--- config.mk ---
export PLATFORM = sky130hd
export DESIGN_NAME = add_issue_ctrl
export DESIGN_NICKNAME = d
export VERILOG_FILES = /design/src/rtl/add_issue_pkg.sv /design/src/rtl/add_issue_ctrl_result_fifo.sv /design/src/rtl/add_issue_ctrl.sv
export SDC_FILE = /design/constraint.sdc
export NUM_CORES = 1
export LEC_CHECK = 0
export ABC_AREA = 1
export CAP_MARGIN = 20
export CORE_MARGIN = 2
export CORE_UTILIZATION = 47
export CTS_CLUSTER_SIZE = 10
export DETAILED_ROUTE_END_ITERATION = 6
export GPL_TIMING_DRIVEN = 0
export PLACE_DENSITY = 0.82
export SYNTH_ARGS = -nofsm -noshare
export SYNTH_HDL_FRONTEND = slang
export SYNTH_SLANG_ARGS = --single-unit
--- constraint.sdc ---
create_clock -name clk -period 3.1 [get_ports clk]
set_clock_uncertainty 0.1 [all_clocks]
set_input_delay 0.93 -clock clk [delete_from_list [all_inputs] [get_ports clk]]
set_output_delay 0.93 -clock clk [all_outputs]
set_load 0.05 [all_outputs]
--- src/rtl/add_issue_pkg.sv ---
// rtl/add_issue_pkg.sv - shared widths, result record and FSM encodings for the adder issue controller
package add_issue_pkg;

    localparam int ADD_WIDTH = 16;
    localparam int ADD_LAT   = 4;
    localparam int ADD_DEPTH = 4;
    localparam int ADD_TAGW  = 4;

    typedef struct packed {
        logic [ADD_WIDTH-1:0] s;
        logic                 cout;
        logic [ADD_TAGW-1:0]  tag;
    } result_t;

    typedef logic [1:0] state_t;

    localparam state_t ST_IDLE       = 2'd0;
    localparam state_t ST_RUN        = 2'd1;
    localparam state_t ST_CHAIN_WAIT = 2'd2;

endpackage

--- src/rtl/add_issue_ctrl_result_fifo.sv ---
// rtl/add_issue_ctrl_result_fifo.sv - synchronous result FIFO, head entry always visible on data_out
module result_fifo
    import add_issue_pkg::*;
#(
    parameter int DEPTH = ADD_DEPTH,
    localparam int AW   = $clog2(DEPTH),
    localparam int CW   = $clog2(DEPTH + 1)
) (
    input  logic          clk,
    input  logic          rst_n,
    input  logic          push,
    input  logic          pop,
    input  result_t       data_in,
    output result_t       data_out,
    output logic          full,
    output logic          empty,
    output logic [CW-1:0] count
);

    logic [AW-1:0] wr_ptr_q, wr_ptr_d;
    logic [AW-1:0] rd_ptr_q, rd_ptr_d;
    logic [CW-1:0] count_q, count_d;
    result_t       mem_q [DEPTH];
    result_t       mem_d [DEPTH];
    logic          do_push;
    logic          do_pop;

    // Pop only real entries; a push into a full FIFO is allowed when a pop frees the slot in the same cycle
    always_comb begin
        do_pop   = pop && !empty;
        do_push  = push && (!full || do_pop);
        wr_ptr_d = do_push ? wr_ptr_q + AW'(1) : wr_ptr_q;
        rd_ptr_d = do_pop ? rd_ptr_q + AW'(1) : rd_ptr_q;
        count_d  = count_q + CW'(do_push) - CW'(do_pop);
        for (int i = 0; i < DEPTH; i++) begin
            mem_d[i] = mem_q[i];
        end
        if (do_push) begin
            mem_d[wr_ptr_q] = data_in;
        end
    end

    // Storage is cleared on reset so the head reads as zero while empty after reset
    always_ff @(posedge clk) begin
        if (!rst_n) begin
            wr_ptr_q <= '0;
            rd_ptr_q <= '0;
            count_q  <= '0;
            for (int i = 0; i < DEPTH; i++) begin
                mem_q[i] <= '0;
            end
        end else begin
            wr_ptr_q <= wr_ptr_d;
            rd_ptr_q <= rd_ptr_d;
            count_q  <= count_d;
            for (int i = 0; i < DEPTH; i++) begin
                mem_q[i] <= mem_d[i];
            end
        end
    end

    assign data_out = mem_q[rd_ptr_q];
    assign full     = (count_q == CW'(DEPTH));
    assign empty    = (count_q == '0);
    assign count    = count_q;

endmodule

--- src/rtl/add_issue_ctrl.sv ---
// rtl/add_issue_ctrl.sv - credit-based issue/retire controller wrapped around a fixed-latency pipelined adder
module add_issue_ctrl
    import add_issue_pkg::*;
#(
    parameter int WIDTH = ADD_WIDTH,
    parameter int LAT   = ADD_LAT,
    parameter int DEPTH = ADD_DEPTH,
    parameter int TAGW  = ADD_TAGW
) (
    input  logic             clk,
    input  logic             rst_n,
    input  logic             in_valid,
    output logic             in_ready,
    input  logic [WIDTH-1:0] in_a,
    input  logic [WIDTH-1:0] in_b,
    input  logic             in_cin,
    input  logic             in_chain,
    input  logic [TAGW-1:0]  in_tag,
    output logic [WIDTH-1:0] add_a,
    output logic [WIDTH-1:0] add_b,
    output logic             add_cin,
    input  logic [WIDTH-1:0] add_s,
    input  logic             add_cout,
    output logic             out_valid,
    input  logic             out_ready,
    output logic [WIDTH-1:0] out_s,
    output logic             out_cout,
    output logic [TAGW-1:0]  out_tag
);

    localparam int IFW = $clog2(LAT + 2);
    localparam int CW  = $clog2(DEPTH + 1);

    state_t                 state_q, state_d;
    logic [WIDTH-1:0]       add_a_q, add_a_d;
    logic [WIDTH-1:0]       add_b_q, add_b_d;
    logic                   add_cin_q, add_cin_d;
    logic [LAT:0]           pipe_v_q, pipe_v_d;
    logic [LAT:0][TAGW-1:0] pipe_tag_q, pipe_tag_d;
    logic                   last_cout_q, last_cout_d;

    logic [IFW-1:0]         inflight;
    logic                   credit_ok;
    logic                   chain_block;
    logic                   ready_w;
    logic                   accept;
    logic                   fifo_push;
    logic                   fifo_full;
    logic                   fifo_empty;
    logic [CW-1:0]          fifo_count;
    result_t                fifo_in;
    result_t                fifo_out;

    // Credit: every in-flight op owns a FIFO slot, since the adder cannot be stalled
    always_comb begin
        inflight = '0;
        for (int i = 0; i <= LAT; i++) begin
            inflight = inflight + IFW'(pipe_v_q[i]);
        end
        credit_ok   = (int'(fifo_count) + int'(inflight)) < DEPTH;
        chain_block = in_valid && in_chain && (inflight != '0);
    end

    // Issue FSM: a chained request waits until the previous result has retired and updated last_cout
    always_comb begin
        state_d = state_q;
        ready_w = 1'b0;
        case (state_q)
            ST_IDLE, ST_RUN: begin
                ready_w = credit_ok && !chain_block;
                if (chain_block) begin
                    state_d = ST_CHAIN_WAIT;
                end else if (in_valid && ready_w) begin
                    state_d = ST_RUN;
                end else if (state_q == ST_RUN && pipe_v_q[LAT-1:0] == '0) begin
                    state_d = ST_IDLE;
                end
            end
            ST_CHAIN_WAIT: begin
                ready_w = (inflight == '0) && credit_ok;
                if (in_valid && ready_w) begin
                    state_d = ST_RUN;
                end
            end
            default: state_d = ST_IDLE;
        endcase
    end

    assign in_ready = rst_n && ready_w;
    assign accept   = in_valid && in_ready;

    // Operand registers, tag/valid pipe aligned with adder latency, and retire capture
    always_comb begin
        add_a_d     = accept ? in_a : add_a_q;
        add_b_d     = accept ? in_b : add_b_q;
        add_cin_d   = accept ? (in_chain ? last_cout_q : in_cin) : add_cin_q;
        pipe_v_d    = {pipe_v_q[LAT-1:0], accept};
        pipe_tag_d  = {pipe_tag_q[LAT-1:0], in_tag};
        fifo_push   = pipe_v_q[LAT];
        fifo_in     = '{s: add_s, cout: add_cout, tag: pipe_tag_q[LAT]};
        last_cout_d = fifo_push ? add_cout : last_cout_q;
    end

    // State update; reset clears the pipe valids so stale adder outputs are never captured
    always_ff @(posedge clk) begin
        if (!rst_n) begin
            state_q     <= ST_IDLE;
            add_a_q     <= '0;
            add_b_q     <= '0;
            add_cin_q   <= 1'b0;
            pipe_v_q    <= '0;
            pipe_tag_q  <= '0;
            last_cout_q <= 1'b0;
        end else begin
            state_q     <= state_d;
            add_a_q     <= add_a_d;
            add_b_q     <= add_b_d;
            add_cin_q   <= add_cin_d;
            pipe_v_q    <= pipe_v_d;
            pipe_tag_q  <= pipe_tag_d;
            last_cout_q <= last_cout_d;
        end
    end

    result_fifo #(.DEPTH(DEPTH)) u_fifo (
        .clk      (clk),
        .rst_n    (rst_n),
        .push     (fifo_push),
        .pop      (out_valid && out_ready),
        .data_in  (fifo_in),
        .data_out (fifo_out),
        .full     (fifo_full),
        .empty    (fifo_empty),
        .count    (fifo_count)
    );

    assign add_a     = add_a_q;
    assign add_b     = add_b_q;
    assign add_cin   = add_cin_q;
    assign out_valid = !fifo_empty;
    assign out_s     = fifo_out.s;
    assign out_cout  = fifo_out.cout;
    assign out_tag   = fifo_out.tag;

endmodule
==> results by stage, run 1 <==
Worst setup path:
- The total number of cells along the worst setup path is 12.
- The signal arrival time at the worst endpoint is 2.83 ns.
- STA classifies the critical path endpoint as a primary output.
- The slowest stage of the critical path belongs to the cell sky130_fd_sc_hd__fa_1.
- The kind of critical path is register to primary output.
- STA classifies the critical path startpoint as a register.
- The launching element of the worst setup path is pipe_v_q[3].
- The kind of cell with the highest combined delay on the critical path is adder cells.
- The worst setup path endpoint is in_ready.
- The largest driver fanout on the critical path is 3.
- The reg2reg setup slack is -0.07 ns.
- The required time reported for the critical path endpoint is 2.07 ns.
- For the worst flop-to-flop path, the logic depth is 17.
- The count of buffering cells on the critical path with inverters included is 3.
- The largest single stage delay on the critical path is 0.49 ns.
- The worst register-to-register path begins at pipe_v_q[3].
- The endpoint of the worst-slack reg-to-reg timing path is add_cin.
- Traced cell by cell, the critical path runs through inv_2, fa_1, fa_2, inv_2, ha_4, ha_4, nor2_4, nand2_2, nor2_4, nand3_4, a21oi_4, buf_8.

Synthesis:
- After synthesis the cells add up to 0.00635 mm2.
- The cell taking the most area after synthesis is sky130_fd_sc_hd__dfxtp_1.
- The share of synthesized area in the top cell type comes to 0.486.
- The netlist uses 28 different library cells.
- The fraction of the yosys area taken by sequential cells is 0.486.
- The net count after synthesis is 891.
- The number of warning messages in the yosys log is 0.
- Yosys mapped a number of flops with a built-in enable equal to 0.
- The most used flip-flop cell after synthesis is sky130_fd_sc_hd__dfxtp_1.
- The fraction of synthesis flops using an asynchronous set or reset pin is 0.
- A synthesized cell averages 7.75 um2.
- In this run, synthesis produced a sequential element count of 154.
- Sorting the synthesized cells by area gives the leading types as sky130_fd_sc_hd__dfxtp_1, sky130_fd_sc_hd__nand3_1, sky130_fd_sc_hd__nand2_1.
- The most repeated cell in the gate-level netlist after synthesis is sky130_fd_sc_hd__nand2_1.
- Counting every instance in the synthesized netlist gives 819.
- Ranked by instance count, the synthesized netlist is headed by sky130_fd_sc_hd__nand2_1, sky130_fd_sc_hd__dfxtp_1, sky130_fd_sc_hd__nand3_1.

Global route:
- The number of antenna violations at the first check in global routing came to 0.
- The wire length of the first global-routing pass is 28300 um.
- The global-route usage over all layers is 0.247.
- The number of global-route vias before repair is 5876.
- The maximum number of pins on one net before global-route repair is 17.
- The total congestion overflow is 0.

Clock tree:
- The master cell of the clock root buffer is sky130_fd_sc_hd__clkbuf_16.
- TritonCTS built the clock tree.
- The H-tree depth is 4.
- The number of buffers created by CTS is 17.
- The clock latency of the later-clocked register in the worst-skew pair is 0.43 ns.
- The number of hold buffers added after CTS was 0.
- The clock passes through at most 2 buffers.
- The clock drives 154 sinks.
- The clock transition at the register clock pins on the worst setup and hold paths after CTS is 0.06 ns.

STA:
- Dividing the final minimum period by the clock period gives 1.25.
- The headroom to the max-slew limit is 0.509.
- Setup repair after global routing could not meet its margin everywhere.
- Hold is met by 0.302 ns.
- At the pin with the least slew margin, the transition time is 0.736 ns.
- The maximum clock rate is 259 MHz.
- Adding up every negative setup slack in the final design gives -1.34 ns.
- After layout, the minimum clock period comes to 3.86 ns.
- The count of endpoints failing hold in the final timing report came to 0.
- The count of final setup violators is 29.
- The count of final max-slew check failures is 0.
- Across all setup checks in the final design, the least slack found is -0.760 ns.

Run:
- Across the run, the number of max-cap violations was 0.

Final layout:
- In the final design database the tool counted 1039 nets.
- Relative to the synthesized area, the layout overhead comes to 36.7%.
- The share of final-layout standard cells stronger than drive strength 1 is 0.173.
- The repair_antennas step left the layout with diodes totalling 0.

Routing:
- The detail route stage leaves a number of antenna-violating nets equal to 0.
- The initial DRC count is 562.
- The number of vias in the routed layout is 6159.
- The DRC violation count after routing is 0.
- After detailed routing, the average wire length per cell comes to 15.7 um.
- Summed over all layers, the routed wires come to 18100 um.
- The via count normalized by instance count is 5.33.
- The first detailed-routing pass ran for 7 iterations.

Run status:
- The run finished, with violations left.
- The final reports fail on setup timing.

Die:
- During I/O placement, the number of pins put on the boundary was 115.
- The core region area is 0.0132 mm2.
- The initial utilization of the core area, before any placement, comes to 0.479.
- In this run the core area contains 42 standard-cell rows.
- From bottom edge to top edge, the die measures 120 um.
- The floorplan die width is 120 um.
- The floorplan step defined a die boundary enclosing 0.0145 mm2.

Place:
- The number of buffer cells added on primary ports is 114.
- The half-perimeter wire length after placement is 11700 um.
- At the end of routability-driven placement, the weighted congestion stood at 0.908.

Power:
- The maximum vdd drop is 0.699 mV.
- Power spread over the standard cell area amounts to 781 mW/mm2.
- The leakage component of the power is 3.51 nW.

Hold path:
- Along the worst hold path, the cell count comes to 2.
- The path class of the tightest hold or removal check is register to register.
[logic make-up after synthesis]
group                      count (synthesis)  share of synthesized area
AOI/OAI and AO/OA                        160                      0.131
buffers and inverters                    114                     0.0851
and+or+nand+nor                          377                      0.267
muxes                                      1                    0.00177
DFF                                      154                      0.486
adders and majority gates                 13                     0.0292
[timing repair]
action / in CTS / in global routing
gates resized for setup: 92 / 27
setup endpoints to repair: 22 / 45
buffers inserted: 4 / 5
gates cloned: 0 / 7
pin swaps: 8 / 8
[cell usage in the layout (no fill, tap or decap), types with 6 or more instances in the layout]
| cell | instances |
|---|---|
| sky130_fd_sc_hd__clkbuf_2 | 12 |
| sky130_fd_sc_hd__clkbuf_1 | 15 |
| sky130_fd_sc_hd__o22ai_1 | 21 |
| sky130_fd_sc_hd__o21ai_0 | 46 |
| sky130_fd_sc_hd__nand3_1 | 121 |
| sky130_fd_sc_hd__clkdlybuf4s50_1 | 92 |
| sky130_fd_sc_hd__dfxtp_1 | 150 |
| sky130_fd_sc_hd__clkdlybuf4s15_2 | 17 |
| sky130_fd_sc_hd__inv_1 | 47 |
| sky130_fd_sc_hd__buf_6 | 6 |
| sky130_fd_sc_hd__buf_4 | 15 |
| sky130_fd_sc_hd__ha_1 | 7 |
| sky130_fd_sc_hd__buf_2 | 18 |
| sky130_fd_sc_hd__a21oi_1 | 89 |
| sky130_fd_sc_hd__nand2_2 | 35 |
| sky130_fd_sc_hd__nor2_1 | 56 |
| sky130_fd_sc_hd__clkbuf_16 | 20 |
| sky130_fd_sc_hd__nand2_1 | 153 |
[area by class of cell]
class / instances / area [um2]
inverters: 53 / 211
repair buffers: 128 / 1320
clock buffers: 19 / 453
flip-flops and latches: 154 / 3090
clock inverters: 12 / 196
multi-input cells: 552 / 2830
fillers: 1108 / 4560
plain buffers: 60 / 357
repair inverters: 1 / 8.76
well taps: 176 / 220
[metal layers]
metal  GRT usage  vias up  wire length, um
li1            -     2991                -
met1       0.303     2835             7280
met2       0.408      289             8850
met3      0.0722       44             1530
met4       0.100        0              452
met5           0        -                0
[where the power goes]
part	switching (mW)	total, mW	internal, mW
combinational	1.50	2.28	0.782
clock	0.827	2.29	1.46
sequential	0.0972	2.22	2.12
[flip-flops by register name, indices dropped and copies added, names as in the netlist, 3 cells and up, named ones only]
name,count
add_b,16
add_a,16
u_fifo.mem_q,84
pipe_tag_d,16
fifo_in,4
pipe_v_q,5
u_fifo.count,3
[through the flow]
stage | instance area, um2 | power, mW | setup WS (ns) | std cells | util
finish | 8680 | 6.78 | -0.760 | 1155 | 0.656
global placement | 7730 | 4.35 | -1.06 | 1109 | 0.583
global route | 8680 | 7.03 | -0.852 | 1155 | 0.656
floorplan | 6360 | 3.65 | -0.370 | 819 | -
CTS | 8470 | 6.66 | -0.815 | 1143 | 0.639
detailed placement | 7730 | 4.37 | -1.08 | 1109 | 0.583
[how the worst min path moves through the flow]
stage / slack [ns] / start / end
after floorplan: 0.29 / pipe_tag_d[16] / fifo_in[0]
after global placement: 0.29 / pipe_tag_d[10] / pipe_tag_d[14]
after detailed placement: 0.30 / pipe_tag_d[13] / pipe_tag_d[17]
after CTS: 0.31 / pipe_tag_d[9] / pipe_tag_d[13]
after global routing: 0.33 / pipe_tag_d[5] / pipe_tag_d[9]
final: 0.30 / pipe_tag_d[13] / pipe_tag_d[17]
[worst register-to-register path: stages, from the launching register on]
cell and delay (ns):
sky130_fd_sc_hd__dfxtp_2 0.34, sky130_fd_sc_hd__inv_2 0.04, sky130_fd_sc_hd__fa_1 0.49, sky130_fd_sc_hd__fa_2 0.35
sky130_fd_sc_hd__inv_2 0.07, sky130_fd_sc_hd__ha_4 0.13, sky130_fd_sc_hd__ha_4 0.20, sky130_fd_sc_hd__nor2_4 0.08
sky130_fd_sc_hd__nand2_2 0.07, sky130_fd_sc_hd__nor2_4 0.18, sky130_fd_sc_hd__nand3_4 0.11, sky130_fd_sc_hd__buf_4 0.15
sky130_fd_sc_hd__buf_4 0.13, sky130_fd_sc_hd__nand2_4 0.07, sky130_fd_sc_hd__nand3_2 0.16, sky130_fd_sc_hd__buf_4 0.20
sky130_fd_sc_hd__nor2_1 0.13, sky130_fd_sc_hd__nor2_1 0.06
(Power assumes the default switching activity.)
==> run 2: changes to the inputs <==
SETUP_SLACK_MARGIN = 0.15   (was not set)
==> run 2 against run 1 <==
Against the previous run:
- the run still ends with setup timing left
- non-clock buffer count rose by 8
- register-to-register slack got worse by 0.13 ns
- die area did not move
- clock power barely moved
- critical endpoint unchanged
- combinational power rose by 5%
- fmax fell by 0.99%
- highest routed layer unchanged
==> results by stage, run 2 (same netlist as run 1, synthesis figures left out) <==
Run status:
- Status: finished, violations left (unchanged).
- Violations in the final reports: setup timing (unchanged).

Worst setup path:
- The largest driver fanout on the critical path is 3 (unchanged).
- The required time reported for the critical path endpoint was 2.07 ns (about the same).
- The count of buffering cells on the critical path with inverters included came to 3 (unchanged).
- The kind of cell with the highest combined delay on the critical path is adder cells (unchanged).
- The biggest cell delay along the critical path is 0.49 ns (about the same).
- The cell with the largest stage delay on the worst path is sky130_fd_sc_hd__fa_1 (unchanged).
- The critical path launch point type is a register (unchanged).
- The signal arrival time at the worst endpoint was 2.87 ns (was 2.83 ns).
- Chain of cells forming the critical path: inv_2, fa_1, fa_2, inv_2, ha_4, ha_4, nor2_4, nand2_2, nor2_4, nand3_4, a21oi_4, buf_8 (unchanged).
- The endpoint type of the worst setup path is a primary output (unchanged).
- The kind of critical path is register to primary output (unchanged).

Global route:
- The total congestion overflow is 0 (unchanged).
- The maximum number of pins on one net before global-route repair is 17 (unchanged).
- The number of global-route vias before repair is 6000 (was 5876).
- The number of antenna violations at the first check in global routing came to 0 (unchanged).
- The wire length of the first global-routing pass is 29000 um (was 28300 um).
- The global-route usage over all layers was 0.253 (was 0.247).

Die:
- The vertical extent of the die is 120 um (unchanged).
- The full die area was 0.0145 mm2 (unchanged).
- The core region area is 0.0132 mm2 (unchanged).
- The number of standard-cell rows in the floorplan came to 42 (unchanged).
- The starting density of the core is 0.479 (unchanged).
- The top-level I/O count is 115 (unchanged).
- The floorplan die width is 120 um (unchanged).

Place:
- The half-perimeter wire length after placement is 11700 um (unchanged).
- The pre-CTS setup slack is -1.08 ns (unchanged).
- The number of cells in the design after placement is 1109 (unchanged).
- The number of buffer cells added on primary ports is 114 (unchanged).
- The final weighted congestion in routability-driven placement is 0.908 (unchanged).

Routing:
- The average wire per cell in the routed design is 16.7 um (was 15.7 um).
- The number of vias in the routed layout came to 6341 (was 6159).
- The first-pass iteration count of the detailed router is 5 (was 7).
- The post-detailed-routing wire length was 19400 um (was 18100 um).
- The via count normalized by instance count is 5.46 (was 5.33).
- The DRC violation count after routing is 0 (unchanged).
- The initial DRC count is 620 (was 562).
- The remaining number of nets flagged by the antenna check after routing came to 0 (unchanged).

Clock tree:
- The clock latency of the later-clocked register in the worst-skew pair was 0.43 ns (about the same).
- The TritonCTS clock tree is done (unchanged).
- The number of hold-repair buffers added at the cts stage is 0 (unchanged).
- The clock transition at the register clock pins on the worst setup and hold paths after CTS came to 0.06 ns (about the same).
- The CTS sink count is 154 (unchanged).
- The master cell of the clock root buffer is sky130_fd_sc_hd__clkbuf_16 (unchanged).
- The number of buffers created by CTS was 17 (unchanged).
- The H-tree depth is 4 (unchanged).
- The number of buffers on the longest clock path is 2 (unchanged).

STA:
- RSZ-0062 raised after global routing: true (unchanged).
- The count of final setup violators is 32 (was 29).
- The minimum period implied by the final worst setup slack was 3.90 ns (was 3.86 ns).
- The headroom to the max-slew limit is 0.526 (was 0.509).
- The measured slew at the worst slew-check pin is 0.712 ns (was 0.736 ns).
- The count of endpoints failing hold in the final timing report is 0 (unchanged).
- The slack of the critical path is -0.799 ns (was -0.760 ns).
- The count of final max-slew check failures is 0 (unchanged).
- The share of the cycle needed by the critical path after routing is 1.26 (was 1.25).
- The maximum clock rate was 257 MHz (was 259 MHz).

Power:
- The maximum vdd drop was 0.729 mV (was 0.699 mV).
- The power per unit of standard cell area is 775 mW/mm2 (was 781 mW/mm2).
- The power consumption is 6.90 mW (was 6.78 mW).
- The leakage component of the power is 3.63 nW (was 3.51 nW).

Final layout:
- The layout overhead on the synthesized area is 40.2% (was 36.7%).
- The number of standard cells in the layout, taps in and fillers out is 1162 (was 1155).
- The largest register by flop count is u_fifo.mem_q (unchanged).
- The number of diodes added for antenna fixing was 0 (unchanged).
- The number of filler instances in the final layout was 1067 (was 1108).
- Commonest cells after routing, fill and taps aside: sky130_fd_sc_hd__dfxtp_1, sky130_fd_sc_hd__nand2_1, sky130_fd_sc_hd__nand3_1, sky130_fd_sc_hd__clkdlybuf4s50_1, sky130_fd_sc_hd__a21oi_1 (was sky130_fd_sc_hd__nand2_1, sky130_fd_sc_hd__dfxtp_1, sky130_fd_sc_hd__nand3_1, sky130_fd_sc_hd__clkdlybuf4s50_1, sky130_fd_sc_hd__a21oi_1).
- The final net count is 1046 (was 1039).
- The share of final-layout standard cells stronger than drive strength 1 came to 0.209 (was 0.173).
- The post-layout utilization of the core is 0.672 (was 0.656).
- The most frequent standard cell in the layout excluding fill and tap cells was sky130_fd_sc_hd__dfxtp_1 (was sky130_fd_sc_hd__nand2_1).
- The flip-flop count of the largest register, all copies and words added is 84 (unchanged).

Hold path:
- The path class of the lowest-slack min-delay path was register to register (unchanged).

Run:
- The max-capacitance violation count is 0 (unchanged).
run 2: tightest hold or removal path: cells and delay by family, from the launching register on:
kind,cells,cell delay [ns]
buf+inv,1,0.04
simple gates,1,0.04
flops,1,0.30
run 2: layout make-up:
cell class | instances | area (um2) | area share
well taps | 176 | 220 | 0.0247
inverters | 53 | 211 | 0.0238
repair buffers | 135 | 1370 | 0.154
multi-input cells | 552 | 2980 | 0.335
clock buffers | 19 | 453 | 0.0509
clock inverters | 12 | 196 | 0.0221
flip-flops and latches | 154 | 3090 | 0.347
plain buffers | 61 | 379 | 0.0426
run 2: metrics by stage:
stage / hold WS (ns) / TNS [ns] / cell area (um2)
4_1_cts: 0.307 / -1.00 / 8550
6_report: 0.306 / -4.67 / 8900
2_1_floorplan: 0.290 / -0.370 / 6360
3_3_place_gp: 0.294 / -3.93 / 7730
5_1_grt: 0.330 / -7.49 / 8900
3_5_place_dp: 0.298 / -4.14 / 7730
run 2: power breakdown:
part / internal, mW / switching [mW] / leakage, nW
logic: 0.826 / 1.56 / 2.07
clock network: 1.46 / 0.824 / 0.311
registers: 2.12 / 0.106 / 1.25
run 2: worst paths after layout:
| path | from | slack, ns | endpoint | depth (start not counted) |
|---|---|---|---|---|
| worst min-delay path | pipe_tag_d[13] | 0.31 | pipe_tag_d[17] | 2 |
| worst max register to register | pipe_v_q[0] | -0.20 | add_a[15] | 18 |
| worst min register to register | pipe_tag_d[13] | 0.31 | pipe_tag_d[17] | 2 |
| worst max-delay path | pipe_v_q[0] | -0.80 | in_ready | 12 |
run 2: timing repair:
item	CTS	global route
cloned	4	3
gates resized for setup	150	62
pin swaps	8	21
setup buffers	11	4
endpoints found under the setup margin	52	54
run 2: routing by layer:
metal / GRT usage / vias up / part of all wire
li1: - / 3014 / -
met1: 0.310 / 2952 / 0.39
met2: 0.423 / 330 / 0.50
met3: 0.0703 / 45 / 0.084
met4: 0.100 / 0 / 0.028
met5: 0 / - / 0
